`config.mk`:
```
export PLATFORM = sky130hd
export DESIGN_NAME = axis_output_manager
export DESIGN_NICKNAME = d
export VERILOG_FILES = /design/src/rtl/axis_output_manager.sv
export SDC_FILE = /design/constraint.sdc
export NUM_CORES = 1
export LEC_CHECK = 0
export ABC_AREA = 0
export CORE_ASPECT_RATIO = 0.6
export CORE_MARGIN = 4
export CORE_UTILIZATION = 45
export DETAILED_ROUTE_END_ITERATION = 8
export GPL_ROUTABILITY_DRIVEN = 0
export HOLD_SLACK_MARGIN = 0.05
export PLACE_DENSITY_LB_ADDON = 0.15
export SYNTH_ARGS = -nofsm -noshare
export SYNTH_HDL_FRONTEND = slang
export SYNTH_SLANG_ARGS = --single-unit
```
`constraint.sdc`:
```
create_clock -name aclk -period 6.2 [get_ports aclk]
set_input_delay 1.24 -clock aclk [delete_from_list [all_inputs] [get_ports aclk]]
set_output_delay 1.24 -clock aclk [all_outputs]
set_load 0.02 [all_outputs]
```
`src/rtl/axis_output_manager.sv`:
```
// Request queue and header builder feeding the AXI-stream BRAM DMA top; one packet in flight at a time.
// Latency: push into an empty idle queue -> send_header 3 cycles later. Backpressure: req_ready low while the queue is full.
// Build option AXIS_OM_CHECKSUM_EN: header_word_4 carries an XOR checksum of the other words instead of the BRAM count.

module axis_om_fifo #(
    parameter int WIDTH = 8,
    parameter int DEPTH = 4
) (
    input  logic             i_clk,
    input  logic             i_rst,
    input  logic             i_push,
    input  logic [WIDTH-1:0] i_push_dat,
    input  logic             i_pop,
    output logic [WIDTH-1:0] o_head_dat,
    output logic             o_full,
    output logic             o_empty
);
    localparam int AW = (DEPTH > 1) ? $clog2(DEPTH) : 1;

    logic [WIDTH-1:0] r_mem [DEPTH];
    logic [AW:0]      r_wptr;
    logic [AW:0]      r_rptr;
    logic             w_push;
    logic             w_pop;

    // Extra pointer bit distinguishes full from empty when the indices match.
    assign o_full     = (r_wptr[AW] != r_rptr[AW]) && (r_wptr[AW-1:0] == r_rptr[AW-1:0]);
    assign o_empty    = (r_wptr == r_rptr);
    assign w_push     = i_push && !o_full;
    assign w_pop      = i_pop && !o_empty;
    assign o_head_dat = r_mem[r_rptr[AW-1:0]];

    always_ff @(posedge i_clk) begin
        if (w_push) begin
            r_mem[r_wptr[AW-1:0]] <= i_push_dat;
        end
    end

    always_ff @(posedge i_clk) begin
        if (i_rst) begin
            r_wptr <= '0;
            r_rptr <= '0;
        end else begin
            if (w_push) r_wptr <= r_wptr + 1'b1;
            if (w_pop)  r_rptr <= r_rptr + 1'b1;
        end
    end
endmodule

module axis_output_manager #(
    parameter int          REQ_DEPTH      = 4,
    parameter logic [15:0] NOTIFY_LEN     = 16'd4,
    parameter int          GAP_CYCLES     = 4,
    parameter int          TIMEOUT_CYCLES = 65535,
    parameter logic [15:0] SYNC_WORD      = 16'hC0DE
) (
    input  logic        aclk,
    input  logic        areset,
    input  logic        req_valid,
    output logic        req_ready,
    input  logic        req_type,
    input  logic [7:0]  req_layer_id,
    input  logic [2:0]  req_bram_end,
    input  logic [15:0] req_addr_count,
    output logic        send_header,
    output logic [15:0] header_word_0,
    output logic [15:0] header_word_1,
    output logic [15:0] header_word_2,
    output logic [15:0] header_word_3,
    output logic [15:0] header_word_4,
    output logic [15:0] header_word_5,
    output logic [2:0]  rd_bram_end,
    output logic [15:0] rd_addr_count,
    input  logic        read_done,
    output logic        busy,
    output logic [15:0] seq_num,
    output logic [15:0] pkts_sent,
    output logic        timeout_err,
    output logic        bad_req_err
);
    typedef struct packed {
        logic        typ;
        logic [7:0]  layer;
        logic [2:0]  bram_end;
        logic [15:0] count;
    } req_t;

    localparam logic [2:0] S_IDLE      = 3'd0;
    localparam logic [2:0] S_LOAD      = 3'd1;
    localparam logic [2:0] S_TRIGGER   = 3'd2;
    localparam logic [2:0] S_WAIT_DONE = 3'd3;
    localparam logic [2:0] S_GAP       = 3'd4;

    logic [2:0]  r_state;
    logic [15:0] r_cnt;
    logic [15:0] r_seq;

    req_t        w_req_in;
    req_t        w_head;
    logic        w_full;
    logic        w_empty;
    logic        w_accept;
    logic        w_bad;
    logic        w_push;
    logic        w_pop;

    logic [2:0]  w_ld_end;
    logic [15:0] w_ld_count;
    logic [3:0]  w_bcnt;
    logic [18:0] w_prod;
    logic [15:0] w_w1;
    logic [15:0] w_w2;
    logic [15:0] w_w3;
    logic [15:0] w_w4;
    logic [15:0] w_w5;

    assign w_req_in  = {req_type, req_layer_id, req_bram_end, req_addr_count};
    assign req_ready = !w_full;
    assign w_accept  = req_valid && !w_full;
    // A zero-length data request would stall the DMA top, so it is dropped here.
    assign w_bad     = w_accept && !req_type && (req_addr_count == 16'd0);
    assign w_push    = w_accept && !w_bad;
    assign w_pop     = (r_state == S_LOAD);
    assign busy      = (r_state != S_IDLE) || !w_empty;
    assign seq_num   = r_seq;

    axis_om_fifo #(
        .WIDTH ($bits(req_t)),
        .DEPTH (REQ_DEPTH)
    ) u_req_fifo (
        .i_clk      (aclk),
        .i_rst      (areset),
        .i_push     (w_push),
        .i_push_dat (w_req_in),
        .i_pop      (w_pop),
        .o_head_dat (w_head),
        .o_full     (w_full),
        .o_empty    (w_empty)
    );

    assign w_ld_end   = w_head.typ ? 3'd0 : w_head.bram_end;
    assign w_ld_count = w_head.typ ? NOTIFY_LEN : w_head.count;
    assign w_bcnt     = {1'b0, w_ld_end} + 4'd1;
    assign w_prod     = {15'd0, w_bcnt} * {3'd0, w_ld_count};
    assign w_w1       = w_head.typ ? 16'd2 : 16'd1;
    assign w_w2       = {8'h00, w_head.layer};
    assign w_w3       = r_seq + 16'd1;
    assign w_w5       = (w_prod[18:16] != 3'd0) ? 16'hFFFF : w_prod[15:0];
`ifdef AXIS_OM_CHECKSUM_EN
    assign w_w4       = SYNC_WORD ^ w_w1 ^ w_w2 ^ w_w3 ^ w_w5;
`else
    assign w_w4       = {12'd0, w_bcnt};
`endif

    always_ff @(posedge aclk) begin
        if (areset) begin
            r_state       <= S_IDLE;
            r_cnt         <= '0;
            r_seq         <= '0;
            send_header   <= 1'b0;
            header_word_0 <= '0;
            header_word_1 <= '0;
            header_word_2 <= '0;
            header_word_3 <= '0;
            header_word_4 <= '0;
            header_word_5 <= '0;
            rd_bram_end   <= '0;
            rd_addr_count <= '0;
            pkts_sent     <= '0;
            timeout_err   <= 1'b0;
        end else begin
            send_header <= 1'b0;
            case (r_state)
                S_IDLE: begin
                    if (!w_empty) r_state <= S_LOAD;
                end
                S_LOAD: begin
                    header_word_0 <= SYNC_WORD;
                    header_word_1 <= w_w1;
                    header_word_2 <= w_w2;
                    header_word_3 <= w_w3;
                    header_word_4 <= w_w4;
                    header_word_5 <= w_w5;
                    rd_bram_end   <= w_ld_end;
                    rd_addr_count <= w_ld_count;
                    r_state       <= S_TRIGGER;
                end
                S_TRIGGER: begin
                    send_header <= 1'b1;
                    r_seq       <= w_w3;
                    r_cnt       <= '0;
                    r_state     <= S_WAIT_DONE;
                end
                S_WAIT_DONE: begin
                    if (read_done) begin
                        pkts_sent <= pkts_sent + 16'd1;
                        r_cnt     <= '0;
                        r_state   <= S_GAP;
                    end else if (r_cnt == 16'(TIMEOUT_CYCLES - 1)) begin
                        timeout_err <= 1'b1;
                        r_cnt       <= '0;
                        r_state     <= S_GAP;
                    end else begin
                        r_cnt <= r_cnt + 16'd1;
                    end
                end
                S_GAP: begin
                    // Quiet period lets the DMA top drop its auto-trigger latch before the next header.
                    if (r_cnt == 16'(GAP_CYCLES - 1)) begin
                        r_cnt   <= '0;
                        r_state <= S_IDLE;
                    end else begin
                        r_cnt <= r_cnt + 16'd1;
                    end
                end
                default: r_state <= S_IDLE;
            endcase
        end
    end

    always_ff @(posedge aclk) begin
        if (areset) begin
            bad_req_err <= 1'b0;
        end else if (w_bad) begin
            bad_req_err <= 1'b1;
        end
    end
endmodule

```
; After elaboration in Yosys (flattened, before gate mapping)
; Memories as Yosys holds them, arrays and structs flattened. A register that Yosys moved wholly into a read port is not among the register bits.
; Index checks and enable logic that the tools add are counted.
[classes]
n_shift = 0
n_eq_ne = 12
n_bitwise = 1
n_mul = 1
order_cmp = 0
n_mux = 18
div_mod_pow = 0
reduce_logical = 20
add_sub_neg = 6
[op_table]
columns = op, count
row1 = $mux 16, 5
row2 = $add 16x1->16 const B, 3
row3 = $pmux 16 s3, 1
row4 = $mul 4x16->19, 1
row5 = $eq 16x16->1 const B, 1
row6 = $eq 16x2->1 const B, 1
row7 = $logic_not 16->1, 1
row8 = $mux 3, 5
row9 = $pmux 3 s5, 1
row10 = $reduce_bool 3->1, 3
row11 = $logic_and 1x1->1, 7
row12 = $add 3x1->3 const B, 2
row13 = $eq 3x2->1 const B, 2
row14 = $mux 2, 3
row15 = $reduce_and 3->1, 2
row16 = $add 3x1->4 const B, 1
row17 = $logic_not 1->1, 4
row18 = $ne 2x2->1 const B, 2
row19 = $eq 3x1->1 const B, 1
row20 = $eq 3x3->1, 1
row21 = $eq 3x3->1 const B, 1
row22 = $logic_not 3->1, 1
row23 = $mux 1, 3
row24 = $ne 3x3->1 const B, 1
row25 = 5 further kinds, 5
[totals]
n_memories = 1
latch_bits = 0
out_inout_bits = 152
rom_bits = 0
mem_bits_rw = 112
word_cells = 76
in_bits = 32
reg_bits = 140
[mem_list]
columns = name, depth, word_bits, rd, rd_ports_with_merged_regs, write_ports, line_no
row1 = u_req_fifo.r_mem, 4, 28, 1, 1, 1, 20  ; logic [WIDTH-1:0] r_mem [DEPTH];

; Logic depth before layout (Yosys ltp)
; Gate-level depths: netlist of the first run.
[depth]
word_depth = 11
ltp_mapped = 23
depth_no_buf = 19

; By module
; A second synthesis of the first run with hierarchy kept.
[hier_totals]
hier_cells = 1115
hier_area_um2 = 12067.8
[by_module_without_submodules]
columns = mod, instances, area_each_um2, cells_each, seq_area_each_um2
row1 = axis_output_manager, 1, 7458.4, 901, 2402.3
row2 = axis_om_fifo, 1, 4609.4, 214, 3523.4

; Worst setup path after synthesis of the first run
; Ideal clock, no wire load.
[synth_timing]
path_kind = flip-flop to flip-flop
from = register (tool-made name)
to = register header_word_5[10]
synth_period_minus_slack_ns = 5.939
setup_slack_ns = 0.261
setup_time_ns = 0.138
stages_incl_launch_ff = 23
path_buffers = 5
required_time_ns = 6.062
arrival_ns = 5.801
path_cell_list = dfxtp_1 > buf_6 > buf_2 > buf_2 > nand2_1 > o21ai_0 > nor2_1 > ha_1 > xnor2_1 > clkbuf_1 > nand2b_1 > fa_1 > fa_1 > inv_1 > fa_1 > a21o_1 > a221oi_1 > o41ai_1 > a2111oi_0 > a32oi_2 > nor3_2 > buf_6 > a211oi_2
[synth_lines]
columns = item, line_no
row1 = end signal: assignment, 183  ; header_word_5 <= w_w5;
row2 = end: declaration, 71  ; output logic [15:0] header_word_5,

==> results of run 1 <==
-- stage by stage --
stage	hold slack (ns)	worst slack, ns	instances
global placement	0.443	0.571	1534
floorplan	0.462	0.261	1122
global route	0.478	0.0914	1576
detailed placement	0.448	0.392	1534
finish	0.452	0.463	1576
CTS	0.456	0.386	1576
-- report_power, final --
group	total (W)	leakage, nW	switching, W	internal (W)
clock	0.00141	0.376	0.000620	0.000789
combinational	0.00172	2.62	0.00103	0.000690
sequential	0.00196	2.07	0.000118	0.00184
total	0.00508	5.07	0.00176	0.00332
-- worst reg2reg max path: stages (launching register included) --
cell	delay (ns)
dfxtp_2	0.38
buf_4	0.34
mux4_2	0.60
nor2b_1	0.18
xnor2_1	0.17
buf_4	0.25
nor2b_1	0.09
fa_1	0.51
inv_1	0.06
fa_1	0.54
inv_1	0.04
ha_1	0.34
and3_1	0.18
a221oi_1	0.51
o41ai_1	0.19
a2111oi_1	0.48
a32oi_2	0.15
nor3_2	0.21
buf_4	0.25
a211oi_1	0.11
-- synth_stat cells (8+ instances only) --
master and instances:
a21oi_1 76, and2_1 20, ha_1 32, nor2b_1 36, a211oi_2 10, nand2_1 106, mux4_2 25, o21ai_0 24
clkbuf_1 34, nor3_1 12, nor2_1 119, a211oi_1 25, and3_1 12, xnor2_1 25, or3_1 12, inv_1 45
edfxtp_1 112, nand3_1 18, xor2_1 31, fa_1 28, nand2b_1 12, dfxtp_1 128, a21o_1 8, nand4_1 9
nor4_1 10, buf_4 50
-- cells by family after synthesis --
logic type               after synthesis  share of synthesized area
flip-flops                           240                      0.503
XOR/XNOR                              58                     0.0455
AO/OA/AOI/OAI                        162                     0.0883
multiplexers                          32                     0.0580
AND/OR/NAND/NOR                      386                      0.159
other                                  1                   0.000319
buffers and inverters                142                     0.0636
adder cells (fa/ha/maj)               60                     0.0816
-- metal layers --
metal | vias to the layer above | share of wire
met5 | - | 0
met4 | 0 | 0.014
met3 | 28 | 0.042
met2 | 155 | 0.44
met1 | 4053 | 0.51
li1 | 3946 | -
-- cell type report --
class | count | area, µm²
clock buffer | 31 | 649
clock inverter | 11 | 106
timing repair buffer | 157 | 1530
tap | 352 | 440
multi-input combinational | 740 | 5270
fill | 2256 | 11400
sequential | 240 | 5930
inverter | 45 | 169
-- cells in the final DEF, fill, tap and decap left out, types with 28 or more instances in the layout --
cell type / synthesis / layout
conb_1: 1 / 42
nor2b_1: 36 / 36
dfxtp_1: 128 / 127
ha_1: 32 / 32
xor2_1: 31 / 31
fa_1: 28 / 28
nor2_1: 119 / 119
clkdlybuf4s50_1: 0 / 140
edfxtp_1: 112 / 112
inv_1: 45 / 45
nand2_1: 106 / 106
a21oi_1: 76 / 76
-- state kept, by name (all words and copies together) (netlist names), named ones only --
signal and flops:
header_word_4 4, rd_bram_end 3, u_req_fifo.r_wptr 3, header_word_1 2
r_cnt 16, bad_req_err 1, timeout_err 1, seq_num 16
u_req_fifo.r_rptr 3, send_header 1, header_word_5 16, header_word_2 8
header_word_3 16, u_req_fifo.r_mem 112, header_word_0 1, rd_addr_count 16
pkts_sent 16, r_state 3
-- worst paths after layout --
kind	depth (start not counted)	end	startpoint
worst max register to register	19	header_word_5[0]	flop
worst min register to register	2	rd_addr_count[12]	rd_addr_count[12]
worst max-delay path	19	header_word_5[0]	flop
worst min-delay path	2	rd_addr_count[12]	rd_addr_count[12]
==> results.py, run 1 <==
metrics = {
    "final_layout": {
        "utilization": 0.552,
        "drive_gt1_frac": 0.0842,
        "area_growth_syn_to_layout_pct": 19.7,
        "final_nets": 1299,
        "final_area_mm2": 0.0141,
        "diodes": 0,
    },
    "placement": {
        "hpwl_um": 20100,
        "port_buffers": 141,
        "place_area_mm2": 0.0133,
    },
    "status": {
        "status": "complete, no violations",
    },
    "sta": {
        "setup_viol": 0,
        "slew_viol_final": 0,
        "max-slew-margin-rel": 0.371,
        "timing.fmax_mhz": 174,
        "finalHoldViolCount": 0,
        "min_period_over_period": 0.925,
        "fin_skew_ns": 0.0108,
        "worstMarginPinSlew_ns": 0.943,
        "fin_crit_ns": 5.74,
        "rsz0062_at_grt": "no",
        "setup-tns-final_ns": 0,
    },
    "global_route": {
        "grt.busiest_layer": "met1",
        "grt_max_degree": 85,
        "grt-ovfl-total": 0,
        "grt_use_total": 0.194,
        "met2_usage": 0.287,
        "grt_use_met1": 0.301,
        "use_met3": 0.0383,
        "grt_pass1_vias": 8040,
        "grt_pass1_wl_um": 44900,
        "antenna_found_initial": 0,
    },
    "clocking": {
        "htree_levels": 1,
        "postCtsSetupRepairBufs": 0,
        "clockBufferDepth": 3,
        "postCtsResizedCells": 0,
        "cts_root_buffer": "clkbuf_16",
        "cts_tree": "done",
        "clk_latency_ns": 0.53,
        "cts.sinks": 240,
        "numCtsBuffers": 23,
        "clk_pin_slew_ns": 0.07,
        "postCtsHoldBufs": 0,
    },
    "pwr": {
        "p_per_area_mw_per_mm2": 361,
        "power_w": 0.00508,
        "peakVddDrop_mv": 0.194,
        "p_leak_nw": 5.07,
    },
    "logic_synthesis": {
        "syn_area_mm2": 0.0118,
        "async_flop_share": 0,
        "avgSynthCellArea_um2": 10.9,
        "synthTopCellsByArea": "edfxtp_1, dfxtp_1, mux4_2",
        "ys_seq_elements": 240,
        "synth_top_area_frac": 0.286,
        "synth_edf_count": 112,
        "synth.distinct_cells": 55,
        "ys.flop_type": "dfxtp_1",
        "synth_top_cell_by_area": "edfxtp_1",
        "yosysWarnings": 0,
        "netlist_instances": 1081,
        "ys_seq_area_frac": 0.503,
    },
    "floorplan": {
        "die_y_um": 133,
        "dieArea_mm2": 0.0289,
        "core-area_mm2": 0.0255,
        "ios": 184,
        "die_x_um": 217,
        "core.rowCount": 45,
        "start_util": 0.462,
    },
    "min_path": {
        "hold_class": "reg2reg",
    },
    "setup_path": {
        "cpLargestDelayFamily": "compound AO/OA/AOI/OAI gates",
        "crit_arrival_ns": 6.11,
        "crit_path_frequent_cell": "buf_4",
        "crit_path_max_fanout": 17,
        "worstSetupEndpointType": "flop",
        "path_class": "reg2reg",
        "critical_path.cell_chain": "buf_4, mux4_2, nor2b_1, xnor2_1, buf_4, nor2b_1, fa_1, inv_1, fa_1, inv_1, ha_1, and3_1, a221oi_1, o41ai_1, a2111oi_1, a32oi_2, nor3_2, buf_4, a211oi_1",
        "path_buf_inv": 5,
        "slowest_stage": "mux4_2",
        "start_kind": "flop",
        "critical_path.max_stage_delay_ns": 0.60,
        "ff2ff_setup_slack_ns": 0.46,
        "required_ns": 6.57,
    },
    "drt": {
        "drc": 0,
        "drt_pass1_iterations": 5,
        "initialDrtViolationCount": 614,
        "viasPerCell": 5.19,
        "postRouteAntennaNets": 0,
        "wire_per_inst_um": 18.0,
        "dr_total_vias": 8182,
        "totalWireLength_um": 28300,
    },
    "job": {
        "cap_violations": 0,
    },
}
(Power assumes the default switching activity.)
==> inputs of run 2 (changes only) <==
- CTS_BUF_LIST: not set -> sky130_fd_sc_hd__clkbuf_8
==> results.py, run 2 (same netlist as run 1, synthesis figures left out) <==
metrics = {
    "final_layout": {
        "drive_gt1_frac": 0.0876,
        "diodes": 0,
        "final_cell_mix": "clkdlybuf4s50_1, dfxtp_1, nor2_1",
        "largest_reg_flops": 112,
        "final_area_mm2": 0.0140,
        "final_nets": 1312,
        "final_common_cell": "clkdlybuf4s50_1",
        "area_growth_syn_to_layout_pct": 18.8,
        "fillers": 2269,
    },
    "sta": {
        "max-slew-margin-rel": 0.382,
        "fin_crit_ns": 5.74,
        "rsz0062_at_grt": "no",
        "setup-tns-final_ns": 0,
        "min_period_over_period": 0.927,
        "fin_skew_ns": 0.0202,
        "setup_viol": 0,
        "finalHoldViolCount": 0,
        "slew_viol_final": 0,
        "worstMarginPinSlew_ns": 0.927,
        "timing.fmax_mhz": 174,
    },
    "clocking": {
        "postCtsSetupRepairBufs": 0,
        "clk_latency_ns": 0.54,
        "clk_pin_slew_ns": 0.07,
        "numCtsBuffers": 36,
        "postCtsHoldBufs": 0,
        "clockBufferDepth": 3,
        "cts_root_buffer": "clkbuf_8",
        "cts_tree": "done",
        "cts.sinks": 240,
        "htree_levels": 2,
    },
    "setup_path": {
        "cpLargestDelayFamily": "compound AO/OA/AOI/OAI gates",
        "crit_path_frequent_cell": "buf_4",
        "critical_path.max_stage_delay_ns": 0.60,
        "path_buf_inv": 5,
        "worstSetupEndpointType": "flop",
        "path_class": "reg2reg",
        "slowest_stage": "mux4_2",
        "required_ns": 6.56,
        "crit_path_max_fanout": 17,
        "start_kind": "flop",
        "crit_arrival_ns": 6.11,
        "ff2ff_setup_slack_ns": 0.46,
        "critical_path.cell_chain": "buf_4, mux4_2, nor2b_1, xnor2_1, buf_4, nor2b_1, fa_1, inv_1, fa_1, inv_1, ha_1, and3_1, a221oi_1, o41ai_1, a2111oi_1, a32oi_2, nor3_2, buf_4, a211oi_1",
    },
    "floorplan": {
        "core-area_mm2": 0.0255,
        "die_y_um": 133,
        "start_util": 0.462,
        "die_x_um": 217,
        "core.rowCount": 45,
        "ios": 184,
        "dieArea_mm2": 0.0289,
    },
    "drt": {
        "viasPerCell": 5.12,
        "postRouteAntennaNets": 0,
        "initialDrtViolationCount": 560,
        "wire_per_inst_um": 17.8,
        "drc": 0,
        "drt_pass1_iterations": 5,
        "dr_total_vias": 8175,
        "totalWireLength_um": 28500,
    },
    "global_route": {
        "grt_pass1_wl_um": 44900,
        "grt_max_degree": 85,
        "grt_use_total": 0.196,
        "grt_pass1_vias": 8109,
        "grt-ovfl-total": 0,
        "antenna_found_initial": 0,
    },
    "min_path": {
        "hold_class": "reg2reg",
    },
    "placement": {
        "port_buffers": 141,
        "place_area_mm2": 0.0133,
        "hpwl_um": 20100,
    },
    "status": {
        "status": "complete, no violations",
    },
    "pwr": {
        "peakVddDrop_mv": 0.172,
        "p_leak_nw": 5.08,
        "p_per_area_mw_per_mm2": 348,
    },
    "job": {
        "cap_violations": 0,
    },
}
==> run 2: cell types whose count changed in the layout (fill, tap and decap cells not counted), sizes merged <==
cell	change
inv	+15
bufinv	-1
clkinv	-4
clkinvlp	+1
clkbuf	+9
==> run 2: stage by stage <==
step                 util  worst slack (ns)  power (W)  cells  hold slack [ns]
finish              0.548             0.455    0.00487   1596            0.453
global placement    0.523             0.571    0.00370   1534            0.443
CTS                 0.548             0.356    0.00493   1596            0.456
floorplan               -             0.261    0.00311   1122            0.462
global route        0.548            0.0455    0.00517   1596            0.477
detailed placement  0.523             0.392    0.00372   1534            0.448
==> run 2: metal layers <==
| layer | track usage | share of wire | wire (µm) |
|---|---|---|---|
| met1 | 0.299 | 0.50 | 14300 |
| met2 | 0.285 | 0.43 | 12200 |
| met3 | 0.0426 | 0.055 | 1580 |
| met4 | 0.0448 | 0.013 | 369 |
| met5 | 0 | 0 | 0 |
==> run 2: final timing paths <==
| path | from | end | depth (start not counted) |
|---|---|---|---|
| worst max-delay path | flop | header_word_5[0] | 19 |
| worst min-delay path | rd_addr_count[12] | rd_addr_count[12] | 2 |
| worst max register to register | flop | header_word_5[0] | 19 |
| worst min register to register | rd_addr_count[12] | rd_addr_count[12] | 2 |
==> run 2: repair_timing <==
| action | 4_1_cts | 5_1_grt |
|---|---|---|
| resized for setup | 0 | 2 |
| endpoints found under the setup margin | 0 | 13 |
| hold endpoints to repair | 0 | 0 |
==> run 2: where the power goes <==
part           switching, W  internal [W]
clock              0.000599      0.000593
sequential         0.000118       0.00184
combinational       0.00103      0.000691
==> run 2: cell type report <==
| class | instances | area [µm²] | share of cell area |
|---|---|---|---|
| inverters | 45 | 169 | 0.0121 |
| multi-input cells | 740 | 5270 | 0.376 |
| flip-flops and latches | 240 | 5930 | 0.424 |
| well taps | 352 | 440 | 0.0315 |
| repair buffers | 157 | 1530 | 0.109 |
| clock buffers | 40 | 551 | 0.0394 |
| clock inverters | 22 | 104 | 0.00743 |
==> run 2: tightest hold or removal path: stages (launching register included) <==
cell     delay, ns
dfxtp_1       0.31
nand2_1       0.05
a21oi_1       0.05
